<file path="src/rtl/quad_pkg.sv">
// Shared definitions for the quadrature encoder counter: resolution codes and
// the single-step direction lookup on the AB Gray cycle.
package quad_pkg;

  localparam logic [1:0] MODE_X1 = 2'd0;
  localparam logic [1:0] MODE_X2 = 2'd1;
  localparam logic [1:0] MODE_X4 = 2'd2;

  // {valid, up}: forward cycle on {A,B} is 00 -> 10 -> 11 -> 01 -> 00
  function automatic logic [1:0] fwd(input logic [1:0] prev, input logic [1:0] curr);
    logic [1:0] nxt;
    logic [1:0] prv;
    nxt = {~prev[0], prev[1]};
    prv = {prev[0], ~prev[1]};
    return {(curr == nxt) || (curr == prv), curr == nxt};
  endfunction

endpackage

</file>
<file path="src/rtl/quad_filter.sv">
// One encoder channel: synchroniser chain followed by a persistence filter that
// only accepts a new level after it has held for FILT_LEN cycles.
module quad_filter #(
  parameter int unsigned SYNC_STAGES = 2,
  parameter int unsigned FILT_LEN    = 4
) (
  input  logic clk,
  input  logic rst,
  input  logic i_init,
  input  logic i_d,
  output logic o_sync,
  output logic o_filt
);

  localparam int unsigned CW = $clog2(FILT_LEN + 1);

  logic [SYNC_STAGES-1:0] r_sync;
  logic [CW-1:0]          r_cnt;
  logic                   r_filt;
  logic                   w_sync;

  assign w_sync = r_sync[SYNC_STAGES-1];
  assign o_sync = w_sync;
  assign o_filt = r_filt;

  always_ff @(posedge clk) begin
    if (rst) r_sync <= '0;
    else     r_sync <= {r_sync[SYNC_STAGES-2:0], i_d};
  end

  // During init the filter tracks the synchroniser directly
  always_ff @(posedge clk) begin
    if (rst) begin
      r_filt <= 1'b0;
      r_cnt  <= '0;
    end else if (i_init || (r_cnt == CW'(FILT_LEN))) begin
      r_filt <= w_sync;
      r_cnt  <= '0;
    end else if (w_sync != r_filt) begin
      r_cnt  <= r_cnt + CW'(1);
    end else begin
      r_cnt  <= '0;
    end
  end

endmodule

</file>
<file path="src/rtl/quad_enc_counter.sv">
// Quadrature encoder position counter with filtered inputs, x1/x2/x4 decode,
// wrap or saturate counting, clear/preload, step strobe and sticky error.
module quad_enc_counter #(
  parameter int unsigned CNT_WIDTH   = 16,
  parameter int unsigned SYNC_STAGES = 2,
  parameter int unsigned FILT_LEN    = 4,
  parameter int unsigned SATURATE    = 0
) (
  input  logic                 clk,
  input  logic                 rst,
  input  logic                 quadA,
  input  logic                 quadB,
  input  logic [1:0]           mode,
  input  logic                 clr,
  input  logic                 load,
  input  logic [CNT_WIDTH-1:0] load_val,
  input  logic                 err_clr,
  output logic [CNT_WIDTH-1:0] count,
  output logic                 dir,
  output logic                 step,
  output logic                 err
);

  import quad_pkg::*;

  localparam int unsigned          IW      = $clog2(SYNC_STAGES + 2);
  localparam logic [CNT_WIDTH-1:0] CNT_MAX = '1;
  localparam bit                   SAT     = (SATURATE != 0);

  logic [IW-1:0]        r_init;
  logic                 r_ap, r_bp;
  logic [CNT_WIDTH-1:0] r_count;
  logic                 r_dir, r_step, r_err;
  logic                 w_init, w_sa, w_sb, w_af, w_bf;
  logic [1:0]           w_fwd;
  logic                 w_illegal, w_a_chg, w_ev, w_up;

  quad_filter #(.SYNC_STAGES(SYNC_STAGES), .FILT_LEN(FILT_LEN)) u_filt_a (
    .clk(clk), .rst(rst), .i_init(w_init), .i_d(quadA), .o_sync(w_sa), .o_filt(w_af)
  );

  quad_filter #(.SYNC_STAGES(SYNC_STAGES), .FILT_LEN(FILT_LEN)) u_filt_b (
    .clk(clk), .rst(rst), .i_init(w_init), .i_d(quadB), .o_sync(w_sb), .o_filt(w_bf)
  );

  assign w_init = (r_init != '0);
  assign count  = r_count;
  assign dir    = r_dir;
  assign step   = r_step;
  assign err    = r_err;

  // Init window lets whatever position the encoder rests at become the history
  always_ff @(posedge clk) begin
    if (rst)         r_init <= IW'(SYNC_STAGES + 1);
    else if (w_init) r_init <= r_init - IW'(1);
  end

  always_comb begin
    w_fwd     = fwd({r_ap, r_bp}, {w_af, w_bf});
    w_illegal = (w_af != r_ap) && (w_bf != r_bp);
    w_a_chg   = (w_af != r_ap) && (w_bf == r_bp);
    w_ev      = 1'b0;
    w_up      = 1'b0;
    if (!w_init) begin
      if ((mode & MODE_X4) != 2'd0) begin
        w_ev = w_fwd[1];
        w_up = w_fwd[0];
      end else if (mode == MODE_X2) begin
        w_ev = w_a_chg;
        w_up = (w_af != w_bf);
      end else if (mode == MODE_X1) begin
        w_ev = w_a_chg && w_af;
        w_up = !w_bf;
      end
    end
  end

  // clr/load override the count but leave decode history running
  always_ff @(posedge clk) begin
    if (rst) begin
      r_ap    <= 1'b0;
      r_bp    <= 1'b0;
      r_count <= '0;
      r_dir   <= 1'b0;
      r_step  <= 1'b0;
      r_err   <= 1'b0;
    end else begin
      r_step <= 1'b0;
      if (w_init) begin
        r_ap <= w_sa;
        r_bp <= w_sb;
      end else begin
        r_ap <= w_af;
        r_bp <= w_bf;
      end
      if (w_illegal && !w_init) r_err <= 1'b1;
      else if (err_clr)         r_err <= 1'b0;
      if (clr) begin
        r_count <= '0;
      end else if (load) begin
        r_count <= load_val;
      end else if (w_ev) begin
        r_step <= 1'b1;
        r_dir  <= w_up;
        if (w_up) begin
          if (!SAT || (r_count != CNT_MAX)) r_count <= r_count + CNT_WIDTH'(1);
        end else if (!SAT || (r_count != '0)) begin
          r_count <= r_count - CNT_WIDTH'(1);
        end
      end
    end
  end

endmodule

</file>
<file path="config.mk">
export PLATFORM = sky130hd
export DESIGN_NAME = quad_enc_counter
export DESIGN_NICKNAME = d
export VERILOG_FILES = /design/src/rtl/quad_pkg.sv /design/src/rtl/quad_filter.sv /design/src/rtl/quad_enc_counter.sv
export SDC_FILE = /design/constraint.sdc
export NUM_CORES = 1
export LEC_CHECK = 0
export CORE_MARGIN = 1
export CORE_UTILIZATION = 54
export CTS_BUF_LIST = sky130_fd_sc_hd__clkbuf_4 sky130_fd_sc_hd__clkbuf_8
export DETAILED_ROUTE_END_ITERATION = 10
export GPL_ROUTABILITY_DRIVEN = 0
export PLACE_DENSITY = 0.92
export RECOVER_POWER = 25
export SLEW_MARGIN = 20
export SYNTH_ARGS = -nofsm -noshare
export SYNTH_HDL_FRONTEND = slang
export SYNTH_SLANG_ARGS = --single-unit
</file>
<file path="constraint.sdc">
create_clock -name clk -period 4.9 [get_ports clk]
set_input_delay 1.225 -clock clk [delete_from_list [all_inputs] [get_ports clk]]
set_output_delay 1.225 -clock clk [all_outputs]
set_load 0.01 [all_outputs]
</file>
==> flow_summary.toml <==
[run_status]
status = "finished clean"

[power_and_ir_drop]
p_leak_uw = 0.00120
powerDensity_mw_per_mm2 = 275
peakVddDrop_mv = 0.164

[timing]
tns_ns = 0
fmax_mhz = 225
slew_headroom_pct = 63.0
drv_slew = 0
layout_setup_ws_ns = 0.460
worst_pin_slew_ns = 0.556
finClkSkew_ns = 0.00819
setup_viol = 0
fin_crit_sh_pct = 90.6
whs_ns = 0.441
period_needed_ns = 4.44
rsz0062_at_grt = "no"
hold_viol = 0

[die]
die_w_um = 67.1
initial_core_util_pct = 56.7
die-height_um = 67.1
die-area_mm2 = 0.00450
core-area_mm2 = 0.00403
ios = 44
fp-row-count = 23

[route]
vias_per_cell = 5.50
drt_wl_total_um = 5200
ant_nets = 0
drtIter0Drc = 110
drtPass1Iterations = 5
wl_per_cell_um = 14.0
drc = 0
vias = 2040

[synthesis]
yosysTopAreaCell = "dfxtp_1"
ys_seq_area_share_pct = 30.7
synth_edf_count = 0
synth_cell_types = 47
postSynthCellCount = 278
synth_area_per_cell_um2 = 8.22
synth_area_mm2 = 0.00229
yosysWarnings = 0
yosys-top-cells-area = "dfxtp_1 (31%), ha_1 (11%), mux2i_1 (6.1%)"
synth_fp_nets = 325
synth_seq_cells = 35
async_flop_share_pct = 0
synthFlopType = "dfxtp_1"
yosys.area.top_type_share_pct = 30.7

[global_routing]
grt_pass1_vias = 2014
antenna_found_initial = 0
grt_start_max_net_pins = 28
grt_usage_pct = 26.2
grt-ovfl-total = 0
grt_pass1_wl_um = 8710

[critical_path]
path_buf_inv = 2
cpMostUsedCell = "o21ai_0"
crit_required_ns = 5.09
crit_type = "in -> reg"
cp_top_family = "compound AO/OA/AOI/OAI gates"
cp_max_fo = 12
r2r-end = "count[14]"
rr_worst_depth = 13
max_stage_delay_ns = 0.56
critPathCaptureType = "flop"
r2r_setup_slack_ns = 1.38
crit_chain = "clkdlybuf4s50_1, nand2b_1, o22ai_1, o21ai_0, o2111a_1, inv_1, ha_1, nor2b_4, o31a_1, o21ai_2, a21oi_2, o41ai_4, nor4bb_1, o31ai_1, o21ai_0"
reg2reg_from = "r_init[0]"
arrival_ns = 4.63
critical-path-slowest-cell = "clkdlybuf4s50_1"
cp-start-kind = "input port"

[final_layout]
nets = 367
area_growth_pct = 25.2
final_cell_count_no_fill = 371
design_area_mm2 = 0.00286
drive_above_1_share_pct = 6.54
antenna_cells = 0

[cts]
clk_pin_slew_ns = 0.08
cts_made_buffers = 5
ctsResizeCount = 0
clockBufferDepth = 2
cts_root_buf = "clkbuf_8"
clk_latency_ns = 0.30
clock_sinks = 35
hold_buffers = 0
htree_levels = 2
cts_setup_buffers = 0
cts_tree = "yes"

[placed_design]
place_ws_ns = 0.126
post_dp_cell_area_mm2 = 0.00275
dp_cells = 363
portBuffers = 43
dp_hpwl_um = 3660

[min_path]
holdCritStartpoint = "u_filt_a.r_sync[0]"
holdPathStages = 1
hold_class = "reg -> reg"
min_to = "u_filt_a.r_sync[1]"

[job]
maxCapViolations = 0
[layout make-up]
| cell class | instances | area, um2 |
|---|---|---|
| Multi-Input combinational cell | 218 | 1480 |
| Fill cell | 337 | 1170 |
| Sequential cell | 35 | 701 |
| Timing Repair Buffer | 45 | 445 |
| Clock buffer | 5 | 68.8 |
| Tap cell | 50 | 62.6 |
| Inverter | 15 | 56.3 |
| Clock inverter | 3 | 47.5 |
[worst register-to-register path, stage by stage, from the launching register on]
cell	delay, ns
dfxtp_1	0.32
inv_1	0.05
ha_1	0.50
o2111a_1	0.38
inv_1	0.23
ha_1	0.40
nor2b_4	0.15
o31a_1	0.28
o21ai_2	0.17
a21oi_2	0.11
o41ai_4	0.37
nor4bb_1	0.10
o31ai_1	0.24
o21ai_0	0.11
[worst max-delay path by stage]
stage | start | end | slack [ns] | cells after the start
3_5_place_dp | mode[1] | count[15] | 0.13 | 15
3_3_place_gp | mode[1] | count[14] | 0.25 | 15
6_report | mode[1] | count[14] | 0.46 | 15
2_1_floorplan | mode[1] | count[14] | 1.04 | 14
4_1_cts | mode[1] | count[15] | 0.39 | 15
5_1_grt | mode[1] | count[13] | 0.1 | 15
[kinds of logic (layout without fill, tap and decap cells)]
| logic type | count (synthesis) | count (layout) | share of synthesized area [%] |
|---|---|---|---|
| AO/OA/AOI/OAI | 69 | 69 | 19.4 |
| XOR/XNOR | 20 | 20 | 7.66 |
| adder cells (fa/ha/maj) | 22 | 22 | 12.4 |
| buffers and inverters | 25 | 68 | 4.54 |
| flip-flops | 35 | 35 | 30.7 |
| multiplexers | 14 | 14 | 6.13 |
| AND/OR/NAND/NOR | 93 | 93 | 19.3 |
[power by group]
group	internal (uW)	total, uW	leakage [uW]	switching [uW]
Combinational	102	205	0.000851	103
Sequential	296	305	0.000285	9.05
Clock	154	276	0.0000587	122
[layout by cell type, fill, tap and decap left out, types with 5 or more instances in the layout]
cell type and count:
nand2b_1 5, xnor2_1 11, ha_1 21, a21oi_1 24, clkdlybuf4s50_1 42, o21ai_0 20, xor2_1 9, nor2_1 37
nand2_1 21, mux2i_1 14, clkbuf_8 5, nor2b_1 7, inv_1 15, dfxtp_1 35, nand3_1 6
[stage by stage]
step           util (%)  total power [uW]
5_1_grt            71.1               832
3_5_place_dp       68.2               511
3_3_place_gp       68.2               506
2_1_floorplan         -               455
6_report           71.1               786
4_1_cts            71.1               787
[per-layer routing]
layer / routed length [um] / global-route usage (%) / vias to the layer above
li1: - / - / 1043
met1: 2300 / 31.3 / 925
met2: 2550 / 42.4 / 60
met3: 241 / 7.19 / 12
met4: 106 / 13.3 / 0
met5: 0 / 0 / -
[cells in the mapped netlist, types with 3 or more instances]
master,number
nor2b_1,7
nand2b_1,5
nor2_1,37
a21oi_1,24
inv_1,15
o21ai_0,21
nor3_1,3
xnor2_1,11
clkbuf_1,4
a211oi_1,3
ha_1,21
xor2_1,9
mux2i_1,14
dfxtp_1,35
nand2_1,21
or2_2,3
nand3_1,6
[state kept, by name, indices dropped and copies added (netlist names), 2 cells and up]
signal / count
count: 16
u_filt_a.r_cnt: 3
u_filt_a.r_sync: 2
u_filt_b.r_cnt: 3
u_filt_b.r_sync: 2
r_init: 2
Power figures use the tool's default switching activity.
